===== src/rtl/uart_receiver_if.sv =====
// Receiver-side bundle: line and enable in, received byte and status strobes out.
interface uart_receiver_if;
   logic       en;
   logic       in;
   logic [7:0] data_out;
   logic       valid;
   logic       busy;
   logic       frame_err;

   modport master (
      output en, in,
      input  data_out, valid, busy, frame_err
   );

   modport slave (
      input  en, in,
      output data_out, valid, busy, frame_err
   );
endinterface


===== src/rtl/uart_receiver.sv =====
// 8N1 UART receive stage: two-flop synchroniser, mid-bit sampling, one-cycle
// valid / frame_err strobes.
module uart_receiver #(
   parameter int CLKS_PER_BIT = 16
) (
   input logic             clk,
   input logic             rst,
   uart_receiver_if.slave  rx_if
);
   localparam logic [15:0] HALF_LAST = 16'(CLKS_PER_BIT / 2 - 1);
   localparam logic [15:0] BIT_LAST  = 16'(CLKS_PER_BIT - 1);

   typedef enum logic [2:0] {
      IDLE,
      START,
      DATA,
      STOP,
      WAIT_HIGH
   } state_t;

   state_t      state_q;
   logic        sync1_q;
   logic        sync2_q;
   logic [15:0] cnt_q;
   logic [2:0]  idx_q;
   logic [7:0]  shift_q;
   logic [7:0]  data_out_q;
   logic        valid_q;
   logic        busy_q;
   logic        frame_err_q;

   wire rx_s = sync2_q;

   always_ff @(posedge clk) begin
      valid_q     <= 1'b0;
      frame_err_q <= 1'b0;
      if (rst || !rx_if.en) begin
         // Disable behaves like reset but keeps the last good byte visible.
         if (rst) begin
            data_out_q <= 8'h00;
         end
         sync1_q <= 1'b1;
         sync2_q <= 1'b1;
         state_q <= IDLE;
         cnt_q   <= 16'd0;
         idx_q   <= 3'd0;
         shift_q <= 8'h00;
         busy_q  <= 1'b0;
      end else begin
         sync1_q <= rx_if.in;
         sync2_q <= sync1_q;
         case (state_q)
            IDLE: begin
               if (!rx_s) begin
                  state_q <= START;
                  busy_q  <= 1'b1;
                  cnt_q   <= 16'd0;
               end
            end
            START: begin
               if (cnt_q == HALF_LAST) begin
                  if (!rx_s) begin
                     state_q <= DATA;
                     cnt_q   <= 16'd0;
                     idx_q   <= 3'd0;
                  end else begin
                     state_q <= IDLE;
                     busy_q  <= 1'b0;
                  end
               end else begin
                  cnt_q <= cnt_q + 16'd1;
               end
            end
            DATA: begin
               if (cnt_q == BIT_LAST) begin
                  shift_q <= {rx_s, shift_q[7:1]};
                  cnt_q   <= 16'd0;
                  if (idx_q == 3'd7) begin
                     state_q <= STOP;
                  end else begin
                     idx_q <= idx_q + 3'd1;
                  end
               end else begin
                  cnt_q <= cnt_q + 16'd1;
               end
            end
            STOP: begin
               // Leaving at mid-stop-bit lets a following start bit be caught with no gap.
               if (cnt_q == BIT_LAST) begin
                  cnt_q <= 16'd0;
                  if (rx_s) begin
                     data_out_q <= shift_q;
                     valid_q    <= 1'b1;
                     state_q    <= IDLE;
                     busy_q     <= 1'b0;
                  end else begin
                     frame_err_q <= 1'b1;
                     state_q     <= WAIT_HIGH;
                  end
               end else begin
                  cnt_q <= cnt_q + 16'd1;
               end
            end
            WAIT_HIGH: begin
               if (rx_s) begin
                  state_q <= IDLE;
                  busy_q  <= 1'b0;
               end
            end
            default: begin
               state_q <= IDLE;
               busy_q  <= 1'b0;
            end
         endcase
      end
   end

   assign rx_if.data_out  = data_out_q;
   assign rx_if.valid     = valid_q;
   assign rx_if.busy      = busy_q;
   assign rx_if.frame_err = frame_err_q;
endmodule


===== src/flat_wrapper.sv =====
// flat-port wrapper written by rule: the top's interface ports become plain ports
module uart_receiver_flat 
#(
   parameter int CLKS_PER_BIT = 16
)
  (clk, rst, rx_if_en, rx_if_in, rx_if_data_out, rx_if_valid, rx_if_busy, rx_if_frame_err);
  uart_receiver_if rx_if_i ();
  input logic clk;
  input logic rst;
  input wire logic [$bits(rx_if_i.en)-1:0] rx_if_en;
  input wire logic [$bits(rx_if_i.in)-1:0] rx_if_in;
  output wire logic [$bits(rx_if_i.data_out)-1:0] rx_if_data_out;
  output wire logic [$bits(rx_if_i.valid)-1:0] rx_if_valid;
  output wire logic [$bits(rx_if_i.busy)-1:0] rx_if_busy;
  output wire logic [$bits(rx_if_i.frame_err)-1:0] rx_if_frame_err;
  assign rx_if_i.en = rx_if_en;
  assign rx_if_i.in = rx_if_in;
  assign rx_if_data_out = rx_if_i.data_out;
  assign rx_if_valid = rx_if_i.valid;
  assign rx_if_busy = rx_if_i.busy;
  assign rx_if_frame_err = rx_if_i.frame_err;
  uart_receiver #(.CLKS_PER_BIT(CLKS_PER_BIT)) u_core (.clk(clk), .rst(rst), .rx_if(rx_if_i));
endmodule

===== config.mk =====
export PLATFORM = sky130hd
export DESIGN_NAME = uart_receiver_flat
export DESIGN_NICKNAME = d
export VERILOG_FILES = /design/src/rtl/uart_receiver_if.sv /design/src/rtl/uart_receiver.sv /design/src/flat_wrapper.sv
export SDC_FILE = /design/constraint.sdc
export NUM_CORES = 1
export LEC_CHECK = 0
export CAP_MARGIN = 0
export CORE_AREA = 2 2 77 79
export DETAILED_ROUTE_END_ITERATION = 6
export DIE_AREA = 0 0 79 81
export RECOVER_POWER = 25
export SYNTH_ARGS = -nofsm -noshare
export SYNTH_HDL_FRONTEND = slang
export SYNTH_SLANG_ARGS = --single-unit

===== constraint.sdc =====
create_clock -name clk -period 2.3 [get_ports clk]
set_input_delay 0.46 -clock clk [delete_from_list [all_inputs] [get_ports clk]]
set_output_delay 0.46 -clock clk [all_outputs]
set_load 0.01 [all_outputs]

# Yosys cells after proc, flatten, opt, wreduce, memory -nomap -nowiden
# Index checks and enable logic that the tools add are counted.
[totals]
register_bits = 43
inputBits = 4
output_inout_bits = 11
word_cells = 76
[op_classes]
add_sub_neg = 2
n_eq_ne = 16
n_mux = 30
bitwise = 3
n_reduce_logical = 15
[op_table]
columns = ["cell", "count"]
rows = [
  ["16-bit two-way mux", 3],
  ["16-bit one-hot mux with 3 select lines", 1],
  ["8-bit two-way mux", 5],
  ["3-bit two-way mux", 11],
  ["16-bit by 1-bit adder with 16-bit output (second input constant)", 1],
  ["16-bit by 3-bit == test with 1-bit output (second input constant)", 1],
  ["16-bit by 4-bit == test with 1-bit output (second input constant)", 1],
  ["3-bit one-hot mux with 5 select lines", 1],
  ["2-bit by 1-bit != test with 1-bit output (second input constant)", 5],
  ["2-bit != test (second input constant)", 4],
  ["4-bit AND reduction", 2],
  ["2-bit nonzero test", 4],
  ["3-bit by 2-bit == test with 1-bit output (second input constant)", 2],
  ["3-bit == test (second input constant)", 2],
  ["1-bit two-way mux", 6],
  ["3-bit one-hot mux with 2 select lines", 1],
  ["6-bit AND reduction", 1],
  ["1-bit one-hot mux with 5 select lines", 1],
  ["5-bit AND reduction", 1],
  ["3-bit by 1-bit adder with 3-bit output (second input constant)", 1],
  ["3-bit by 1-bit == test with 1-bit output (second input constant)", 1],
  ["3-bit zero test", 1],
  ["1-bit NOT", 3],
  ["3-bit nonzero test", 1],
  ["6 further kinds", 6],
]

# Logic depth before layout (Yosys ltp)
# Gate-level depths: netlist (run 1).
[depth]
depth_word = 4
depth_mapped = 8
mapped_depth_nobuf = 6

# Least setup slack after synthesis (run 1)
# No wires, ideal clock.
[synth_path]
path_type = "reg2reg"
startpoint = "reg u_core.cnt_q[1]"
endpoint = "reg u_core.idx_q[1]"
setup_time_ns = 0.117
t_arrival_ns = 1.734
t_required_ns = 2.183
path_slack_ns = 0.449
stages_incl_launch_ff = 7
n_path_buf = 0
period_less_slack_ns = 1.851
cell_sequence = "dfxtp_1 -> ha_1 -> and3_2 -> and4_2 -> a31oi_1 -> or3_4 -> a32o_2"
[synth_between]
elab_chain_cells = 3
word_cells_on_any_way = 5
classes_between = "eq/ne: 4; reduce/logical: 1"
[synth_rtl]
columns = ["element", "line_no", "rtl"]
rows = [
  ["start: declaration", "uart_receiver.sv:24", "logic [15:0] cnt_q;"],
  ["start signal: assignment", "uart_receiver.sv:71", "cnt_q <= cnt_q + 16'd1;"],
  ["start signal: assignment", "uart_receiver.sv:84", "cnt_q <= cnt_q + 16'd1;"],
  ["start signal: assignment", "uart_receiver.sv:101", "cnt_q <= cnt_q + 16'd1;"],
  ["16-bit by 4-bit == test with 1-bit output / 16-bit by 3-bit == test with 1-bit output (equally long branches)", "uart_receiver.sv:75, uart_receiver.sv:61", ""],
  ["2-bit by 1-bit != test with 1-bit output (no source line)", "--", ""],
  ["5-bit AND reduction (no source line) *", "--", ""],
  ["end signal: assignment", "uart_receiver.sv:81", "idx_q <= idx_q + 3'd1;"],
  ["end: declaration", "uart_receiver.sv:25", "logic [2:0] idx_q;"],
]
# Every way passes the cells marked *; elsewhere a longest branch is shown, timed or not.
# A chain may end at the register's enable or synchronous reset.

# Worst setup path after layout (run 1)
[layout_path]
startpoint = "in rst"
endpoint = "reg u_core.cnt_q[0]"
[layout_between]
elab_chain_cells = 1
[layout_rtl]
columns = ["element", "line_no", "rtl"]
rows = [
  ["start: declaration", "flat_wrapper.sv:9", "input logic rst;"],
  ["1-bit logical OR", "uart_receiver.sv:37", "if (rst || !rx_if.en) begin"],
]
# Every way passes these cells.

==> results of run 1 <==
## cells in the mapped netlist (all sizes together) (8+ instances only)
cell	number
a31oi	9
nand3	10
nor2	18
a21oi	13
mux2i	9
dfxtp	35
nand2b	9
and2	9
nor3	8
edfxtp	8
nand2	10
o21ai	10
## routing by layer
| layer | vias up | GRT usage, % | routed length (um) |
|---|---|---|---|
| li1 | 857 | - | - |
| met1 | 795 | 20.54 | 2190 |
| met2 | 18 | 22.37 | 1939 |
| met3 | 6 | 2.333 | 89 |
| met4 | 0 | 6.207 | 63 |
| met5 | - | 0 | 0 |
## worst register-to-register path: cells and delay by family (launching register included)
family,cells,cell delay (ps)
fa+ha+maj,1,270
compound gates,1,300
flops,1,430
simple gates,3,790
## flip-flops by register name, summed over array words and instances, names as in the netlist
name                    count
u_core.cnt_q               16
u_core.rx_if.data_out       8
u_core.shift_q              8
u_core.idx_q                3
u_core.state_q              3
u_core.rx_if.busy           1
u_core.rx_if.frame_err      1
u_core.rx_if.valid          1
u_core.rx_s                 1
u_core.sync1_q              1
## power by group
group	internal, mW	switching, mW
sequential	0.771	0.00191
combinational	0.0225	0.0300
clock	0.318	0.250
## kinds of logic (layout without fill, tap and decap cells)
family	Yosys count	after routing	synth area share, %
xor+xnor	4	4	1.623
compound gates	51	51	15.93
buf+inv	12	35	3.939
flops	43	43	43.57
simple gates	95	95	29.03
fa+ha+maj	3	3	1.738
mux	9	9	4.172
## stage by stage
step	worst slack (ps)	hold slack (ps)	utilization [%]	cells
final	181.4	412.5	44.09	315
after detailed placement	140.6	400.1	42.26	307
after floorplan	448.7	386.3	-	217
after global routing	32.74	432.5	44.09	315
after global placement	152.6	392.2	42.26	307
after CTS	183.4	419.3	44.16	315
## area by class of cell
type / count / area (sq um)
fillers: 577 / 3173
multi-input cells: 162 / 1134
flip-flops and latches: 43 / 940.9
repair buffers: 25 / 219.0
well taps: 75 / 93.84
clock buffers: 5 / 68.82
clock inverters: 3 / 38.79
inverters: 2 / 7.507
## how the worst min path moves through the flow
stage	startpoint	slack, ps	depth (start not counted)	endpoint
floorplan	u_core.sync1_q	390	1	u_core.rx_s
global placement	u_core.sync1_q	390	1	u_core.rx_s
detailed placement	u_core.sync1_q	400	1	u_core.rx_s
CTS	u_core.sync1_q	420	1	u_core.rx_s
global route	u_core.sync1_q	430	1	u_core.rx_s
finish	u_core.sync1_q	410	1	u_core.rx_s
==> summary.md, run 1 <==
| Metric | Value |
|---|---|
| Status | `complete, no violations` |
| Largest net degree at the start of global routing | `19` |
| Layout cells sized above 1 | `14.58%` |
| Post-route cell area | `0.002502 sq mm` |
| Total wire length | `4283 um` |
| RSZ-0062 raised after global routing | `no` |
| Leading area contributor after synthesis | `dfxtp_1` |
| Gr usage total | `between 10% and 20%` |
| Max stage delay cell, worst path | `dlygate4sd3_1` |
| WP data required | `2500 ps` |
| Ys async rst share | `0%` |
| # port buffers | `14` |
| TNS Setup | `0 ps` |
| Final Cycle Share | `approximately 92%` |
| Pre-antenna DRT Iters | `4` |
| R2R Setup Slk | `190 ps` |
| FMAX | `472.0 MHz` |
| Initial core utilization | `38.05%` |
| Avg Synthesized Cell Area | `9.952 sq um` |
| DP HPWL | `3021 um` |
| Critical path, cell by cell | `dlygate4sd3_1 -> and2b_2 -> clkbuf_1 -> o21ai_0 -> o41ai_1` |
| Pwr Density | `556.9 mW/mm^2` |
| Synthesis Warnings | `0` |
| Synthesized area | `between 0.002 and 0.0025 sq mm` |
| Cell count after synthesis | `217` |
| Die ar. | `0.006399 sq mm` |
| Rel. slew slack | `between 50% and 60%` |
| Drc violations | `0` |
| Drt wl/cell | `13.60 um` |
| Num Clock Sinks | `43` |
| Gp weighted congestion | `roughly 0.83` |
| Synth Register Bits | `43` |
| Worst Setup SP | `rst` |
| P_leak | `0.8770 nW` |
| Slew at the pin with the worst max-slew slack | `747.5 ps` |
| Number of synthesized flops with an enable pin | `8` |
| R2R depth | `5` |
| CTS tree | `yes` |
| Skew-Pair Late Insertion Delay | `290 ps` |
| H-tree levels | `2` |
| Critical path type | `primary input to flip-flop` |
| Total clock buffers created by CTS | `5` |
| Detail Route Antenna Nets | `0` |
| Hold Vio Cnt, Final | `0` |
| WP buf/inv | `2` |
| Synth Flop Type | `dfxtp_1` |
| Synth top area cells | `dfxtp_1 32%, edfxtp_1 11%, mux2i_1 4.2%, nor2_1 3.1%, a21oi_1 3.0%` |
| Global-route wire length before repair | `~7400 um` |
| Power Total | `1.394 mW` |
| R2R Path End | `u_core.rx_if.data_out[3]` |
| Max-cap violations | `0` |
| Hold Path Class | `flip-flop to flip-flop` |
| CTS Hold Buffers Added | `0` |
| Critical Path End Type | `flip-flop` |
| Die Wd | `79 um` |
| Sequential-to-total area share from yosys stat | `between 40% and 50%` |
| Synth top area share | `32.44%` |
| Slowest stage delay, CP | `570 ps` |
| Maximum clock insertion buffer count | `2` |
| PostCTS Resize Cnt | `0` |
| Commonest non-fill, non-tap cell in the layout | `dfxtp_1` |
| Commonest non-fill, non-tap cells in the layout | `35 x dfxtp_1, 18 x nor2_1, 13 x a21oi_1, 10 x nand2_1, 10 x buf_4` |
| Via count | `between 1,500 and 2,000` |
| Post-Syn Nets | `224` |
| Antenna violations before repair | `0` |
| ANT cells | `0` |
| 1st-iter DRT viols | `41` |
| GRT Residual Overflow | `0` |
| P&R area growth vs syn | `15.87%` |
| FP Rows | `28` |
| Period minus WS final | `2119 ps` |
| Worst setup endpoint | `u_core.cnt_q[0]` |
| R2r startpoint | `u_core.cnt_q[1]` |
| CP top delay family | `buffers and inverters` |
| Placed cell areas | `between 0.002 and 0.0025 sq mm` |
| Root buffer cell | `clkbuf_8` |
| Clk_skew | `4.838 ps` |
| Vias in the first global route | `1,524` |
| Max IR drop VDD | `0.2896 mV` |
| I/O pin cnt | `15` |
| Nets | `246` |
| Final setup violation count | `0` |
| CP startpoint kind | `primary input` |
| Vias per inst | `5.321` |
| Worst Path Arrival | `2320 ps` |
| Setup Buffers After CTS | `0` |
| Worst-path clk slew | `~80 ps` |
| Levels on crit path | `5` |
| Max Slew Vio Count | `0` |
| Core box area | `0.005675 sq mm` |
| CP max FO | `18` |
| Die Y | `81 um` |
| Post-synth cell types | `58` |
Note: power is estimated with default switching activity, not from simulation.
==> inputs of run 2 (changes only) <==
Clock period 2.3 ns to 2.5 ns, I/O delays scaled along.
==> run 2 against run 1 <==
Core utilization is 1.5 points lower. Critical endpoint unchanged. Die area stayed put. Global-route usage is 0.18 points lower. Power is 15% lower. Largest power group unchanged. Combinational power is 13% lower. Largest cell class unchanged. Highest routed layer unchanged. Critical path depth stayed put.
==> summary.md, run 2 (synthesis results as in run 1) <==
| Metric | Value |
|---|---|
| Status | `complete, no violations (unchanged)` |
| Hold Path Class | `flip-flop to flip-flop (unchanged)` |
| Drc violations | `0 (unchanged)` |
| Setup Buffers After CTS | `0 (unchanged)` |
| Gr usage total | `14.45% (was 14.63%)` |
| Total clock buffers created by CTS | `5 (unchanged)` |
| DP HPWL | `2917 um (was 3021 um)` |
| GRT Residual Overflow | `0 (unchanged)` |
| TNS Setup | `0 ps (unchanged)` |
| P&R area growth vs syn | `11.88% (was 15.87%)` |
| ANT cells | `0 (unchanged)` |
| CTS Hold Buffers Added | `0 (unchanged)` |
| PostCTS Resize Cnt | `0 (unchanged)` |
| 1st-iter DRT viols | `60 (was 41)` |
| Seq pwr share | `60.2% (was 55.5%)` |
| Worst Path Arrival | `2300 ps (was 2320 ps)` |
| Vias in the first global route | `1,600 (was 1,524)` |
| Num Clock Sinks | `43 (unchanged)` |
| Maximum clock insertion buffer count | `2 (unchanged)` |
| Max IR drop VDD | `0.2722 mV (was 0.2896 mV)` |
| Clk_skew | `7.407 ps (was 4.838 ps)` |
| Core box area | `0.005675 sq mm (unchanged)` |
| Vias per inst | `5.463 (was 5.321)` |
| CTS tree | `yes (unchanged)` |
| Pwr Density | `489.9 mW/mm^2 (was 556.9 mW/mm^2)` |
| Commonest non-fill, non-tap cell in the layout | `dfxtp_1 (unchanged)` |
| Die ar. | `0.006399 sq mm (unchanged)` |
| Placed cell areas | `0.002338 sq mm (was 0.002399 sq mm)` |
| FMAX | `474.4 MHz` |
| Global-route wire length before repair | `7320 um (was 7355 um)` |
| CP startpoint kind | `primary input (unchanged)` |
| Pre-CTS setup slack | `257.9 ps (was 140.6 ps)` |
| FP Rows | `28 (unchanged)` |
| Hold Vio Cnt, Final | `0 (unchanged)` |
| Initial core utilization | `38.05% (unchanged)` |
| Final Cycle Share | `84.32%` |
| Critical Path End Type | `flip-flop (unchanged)` |
| Largest register FFs | `16 (unchanged)` |
| Die Wd | `79 um (unchanged)` |
| Largest register by flop count | `u_core.cnt_q (unchanged)` |
| Int Power | `0.9247 mW (was 1.111 mW)` |
| Gp weighted congestion | `0.7725 (was 0.8258)` |
| Total wire length | `4295 um (was 4283 um)` |
| Switching component of the power | `0.2590 mW (was 0.2822 mW)` |
| H-tree levels | `2 (unchanged)` |
| # port buffers | `14 (unchanged)` |
| Die Y | `81 um (unchanged)` |
| Final worst slack | `391.9 ps (was 181.4 ps)` |
| Rel. slew slack | `48.82% (was 50.16%)` |
| Net Sw Frac | `21.88% (was 20.25%)` |
| Final setup violation count | `0 (unchanged)` |
| I/O pin cnt | `15 (unchanged)` |
| CP max FO | `18 (unchanged)` |
| Critical path type | `primary input to flip-flop (unchanged)` |
| Skew-Pair Late Insertion Delay | `290 ps (about the same)` |
| Commonest non-fill, non-tap cells in the layout | `35 x dfxtp_1, 18 x nor2_1, 13 x a21oi_1, 10 x nand2_1 (was 35 x dfxtp_1, 18 x nor2_1, 13 x a21oi_1, 10 x nand2_1, 10 x buf_4)` |
| Worst-path clk slew | `80 ps (about the same)` |
| Root buffer cell | `clkbuf_8 (unchanged)` |
| P_leak | `0.8227 nW (was 0.8770 nW)` |
| Period minus WS final | `2108 ps` |
| Pre-antenna DRT Iters | `4 (unchanged)` |
| Fin util | `42.57% (was 44.09%)` |
| Slew at the pin with the worst max-slew slack | `767.7 ps (was 747.5 ps)` |
| Antenna violations before repair | `0 (unchanged)` |
| Drt wl/cell | `13.99 um (was 13.60 um)` |
| Post-route cell area | `0.002416 sq mm (was 0.002502 sq mm)` |
| RSZ-0062 raised after global routing | `no (unchanged)` |
| Detail Route Antenna Nets | `0 (unchanged)` |
| Max-cap violations | `0 (unchanged)` |
| Via count | `1,677 (was 1,676)` |
| Max Slew Vio Count | `0 (unchanged)` |
| Largest net degree at the start of global routing | `21 (was 19)` |
| Min Hold Slack | `410.2 ps (was 412.5 ps)` |
| Logic gate share of total power | `3.8% (about the same)` |
| Clock power share | `36.0% (was 40.8%)` |
| Layout cells sized above 1 | `11.21% (was 14.58%)` |
| WP data required | `2690 ps (was 2500 ps)` |
| Nets | `238 (was 246)` |
==> run 2: final cells by class <==
type | instances | area, sq um
Sequential cell | 43 | 940.9
Timing Repair Buffer | 17 | 158.9
Clock buffer | 7 | 76.32
Fill cell | 585 | 3259
Tap cell | 75 | 93.84
Clock inverter | 1 | 5.005
Multi-Input combinational cell | 162 | 1134
Inverter | 2 | 7.507
==> run 2: final timing paths <==
path	start	to	slack, ps	depth (start not counted)
max	rx_if_en	u_core.cnt_q[0]	390	5
min	u_core.sync1_q	u_core.rx_s	410	1
max reg2reg	u_core.cnt_q[0]	u_core.shift_q[1]	410	6
min reg2reg	u_core.sync1_q	u_core.rx_s	410	1
==> run 2: routing by layer <==
layer | up-vias | track usage (%) | wire (um)
met3 | 6 | 3.333 | 143
met2 | 35 | 24.15 | 2025
met1 | 793 | 18.24 | 2069
li1 | 843 | - | -
met5 | - | 0 | 0
met4 | 0 | 5.517 | 57
==> run 2: worst max-delay path, stage by stage <==
cell and delay [ps]:
dlygate4sd3_1 590, and2b_2 170, clkbuf_1 580, o21ai_0 190, o41ai_1 270
==> run 2: through the flow <==
stage	instances	total power, mW
floorplan	217	0.7543
global placement	299	0.7760
detailed placement	299	0.7763
CTS	307	1.202
global route	307	1.234
finish	307	1.184
==> run 2: power by group through the flow <==
stage | logic (mW) | registers [mW] | clock network (mW)
2_1_floorplan | 0.0242 | 0.730 | 0
3_3_place_gp | 0.0474 | 0.729 | 0
3_5_place_dp | 0.0472 | 0.729 | 0
4_1_cts | 0.0474 | 0.713 | 0.442
5_1_grt | 0.0500 | 0.713 | 0.471
6_report | 0.0455 | 0.712 | 0.426
==> inputs of run 3 (changes only) <==
Clock period 2.5 ns to 2.2 ns, I/O delays scaled along.
==> run 3 against run 2 <==
Critical endpoint is now u_core.rx_if.data_out[2]. Non-clock buffer count grew 13. Wire length grew 1.9%. Sequential share of layout area shrank 2.3 points. First-iteration DRC count grew 30%. Largest cell class unchanged. Sequential power grew 13%. Critical path depth shrank 1. Setup slack lost 220 ps. Final area grew 6.3%. Final cell count grew 4.2%. Clock power grew 71%. Via count grew 2.9%.
==> summary.md, run 3 (synthesis results as in run 1) <==
| Metric | Value |
|---|---|
| ANT cells | `0 (unchanged)` |
| Final worst slack | `173.0 ps (was 391.9 ps)` |
| Die ar. | `0.006399 sq mm (unchanged)` |
| R2r startpoint | `u_core.cnt_q[9] (was u_core.cnt_q[0])` |
| Worst-path clk slew | `80 ps (about the same)` |
| Drc violations | `0 (unchanged)` |
| R2R Path End | `u_core.rx_if.data_out[2] (was u_core.shift_q[1])` |
| Total clock buffers created by CTS | `5 (unchanged)` |
| Setup Buffers After CTS | `0 (unchanged)` |
| DP HPWL | `3131 um (was 2917 um)` |
| Critical Path End Type | `flip-flop (unchanged)` |
| Num Clock Sinks | `43 (unchanged)` |
| Antenna violations before repair | `0 (unchanged)` |
| Nets | `251 (was 238)` |
| Fillers | `587 (was 585)` |
| Skew-Pair Late Insertion Delay | `300 ps (was 290 ps)` |
| Initial core utilization | `38.05% (unchanged)` |
| Root buffer cell | `clkbuf_8 (unchanged)` |
| Gr usage total | `14.93% (was 14.45%)` |
| Via count | `1,726 (was 1,677)` |
| Hold Vio Cnt, Final | `0 (unchanged)` |
| I/O pin cnt | `15 (unchanged)` |
| Clk_skew | `7.363 ps (was 7.407 ps)` |
| Gp weighted congestion | `0.8535 (was 0.7725)` |
| Max IR drop VDD | `0.3018 mV (was 0.2722 mV)` |
| Post-route cell area | `0.002569 sq mm (was 0.002416 sq mm)` |
| Final Cycle Share | `between 90% and 100%` |
| R2R Setup Slk | `170 ps (was 410 ps)` |
| Die Wd | `79 um (unchanged)` |
| Maximum clock insertion buffer count | `2 (unchanged)` |
| P&R area growth vs syn | `18.95% (was 11.88%)` |
| # port buffers | `14 (unchanged)` |
| P_leak | `0.9061 nW (was 0.8227 nW)` |
| Hold Path Origin | `u_core.sync1_q (unchanged)` |
| Commonest non-fill, non-tap cells in the layout | `35 x dfxtp_1, 18 x nor2_1, 15 x buf_4, 13 x a21oi_1, 10 x nand2_1 (was 35 x dfxtp_1, 18 x nor2_1, 13 x a21oi_1, 10 x nand2_1)` |
| R2R depth | `4 (was 6)` |
| Largest register FFs | `16 (unchanged)` |
| Pre-antenna DRT Iters | `4 (unchanged)` |
| GRT Residual Overflow | `0 (unchanged)` |
| Core box area | `0.005675 sq mm (unchanged)` |
| Vias per inst | `5.394 (was 5.463)` |
| Rel. slew slack | `50.93% (was 48.82%)` |
| Worst hold path cell count | `1 (unchanged)` |
| Global-route wire length before repair | `7486 um (was 7320 um)` |
| WP data required | `2190 ps (was 2690 ps)` |
| Pwr Density | `620.0 mW/mm^2 (was 489.9 mW/mm^2)` |
| Detail Route Antenna Nets | `0 (unchanged)` |
| Total wire length | `4377 um (was 4295 um)` |
| Slew at the pin with the worst max-slew slack | `736.1 ps (was 767.7 ps)` |
| PostCTS Resize Cnt | `0 (unchanged)` |
| RSZ-0062 raised after global routing | `no (unchanged)` |
| Largest net degree at the start of global routing | `19 (was 21)` |
| FP Rows | `28 (unchanged)` |
| Commonest non-fill, non-tap cell in the layout | `dfxtp_1 (unchanged)` |
| Pre-CTS setup slack | `48.67 ps (was 257.9 ps)` |
| Hold Path Class | `flip-flop to flip-flop (unchanged)` |
| Worst Path Arrival | `2020 ps (was 2300 ps)` |
| CP startpoint kind | `flip-flop (was primary input)` |
| Period minus WS final | `2027 ps` |
| CTS Hold Buffers Added | `0 (unchanged)` |
| Status | `complete, no violations (unchanged)` |
| Final setup violation count | `0 (unchanged)` |
| Placed cell areas | `0.002436 sq mm (was 0.002338 sq mm)` |
| Max Slew Vio Count | `0 (unchanged)` |
| Min Hold Slack | `431.3 ps (was 410.2 ps)` |
| 1st-iter DRT viols | `78 (was 60)` |
| CTS tree | `yes (unchanged)` |
| Die Y | `81 um (unchanged)` |
| Vias in the first global route | `1,605 (was 1,600)` |
| Fin util | `45.26% (was 42.57%)` |
| Critical path type | `flip-flop to flip-flop (was primary input to flip-flop)` |
| Max-cap violations | `0 (unchanged)` |
| H-tree levels | `2 (unchanged)` |
| Hold endpoint | `u_core.rx_s (unchanged)` |
| Layout cells sized above 1 | `16.73% (was 11.21%)` |
| Drt wl/cell | `13.68 um (was 13.99 um)` |
| Largest register by flop count | `u_core.cnt_q (unchanged)` |
| CP max FO | `8 (was 18)` |
| TNS Setup | `0 ps (unchanged)` |
| FMAX | `just under 500 MHz` |
[run 3: changes by cell type in the layout (fill, tap and decap cells not counted)]
cell and delta:
and2_0 +1, and2_1 -1, buf_4 +13, bufinv_16 +2, clkbuf_1 -2, clkdlybuf4s50_1 +1, clkinv_2 -1, clkinvlp_4 +1
dlygate4sd3_1 -1
[run 3: metal layers]
layer	routed length (um)	vias up	track usage, %
met5	0	-	0
met3	172	4	3.667
li1	-	874	-
met2	2105	33	23.90
met1	2050	815	19.56
met4	48	0	5.690
[run 3: final cells by class]
type / instances / area (sq um) / area share, %
timing repair buffer: 30 / 256.5 / 9.985
sequential: 43 / 940.9 / 36.63
multi-input combinational: 162 / 1134 / 44.13
inverter: 2 / 7.507 / 0.2923
clock buffer: 5 / 68.82 / 2.679
clock inverter: 3 / 67.56 / 2.630
tap: 75 / 93.84 / 3.653
[run 3: stage by stage]
step           power (mW)  instances
2_1_floorplan      0.8571        217
3_3_place_gp       0.8833        312
3_5_place_dp       0.8836        312
4_1_cts             1.619        320
5_1_grt             1.651        320
6_report            1.593        320
[run 3: worst max-delay path by stage]
stage / startpoint / endpoint / slack (ps) / cells after the start
after floorplan: u_core.cnt_q[1] / u_core.idx_q[1] / 350 / 6
after global routing: u_core.cnt_q[9] / u_core.rx_if.data_out[2] / 60 / 4
after CTS: u_core.cnt_q[9] / u_core.rx_if.data_out[2] / 160 / 4
final: u_core.cnt_q[9] / u_core.rx_if.data_out[2] / 170 / 4
after global placement: rst / u_core.cnt_q[11] / 70 / 5
after detailed placement: rx_if_en / u_core.cnt_q[4] / 50 / 5
[run 3: power by group]
group,switching (mW),internal (mW),total (mW)
Combinational,0.0310,0.0236,0.0546
Clock,0.277,0.453,0.730
Sequential,0.00192,0.806,0.808
Total,0.310,1.28,1.59
[run 3: worst max-delay path, cell delays in order, from the launching register on]
cell	delay, ps
dfxtp_1	370
nor4_4	430
and4_2	370
and3_2	240
a31o_2	300
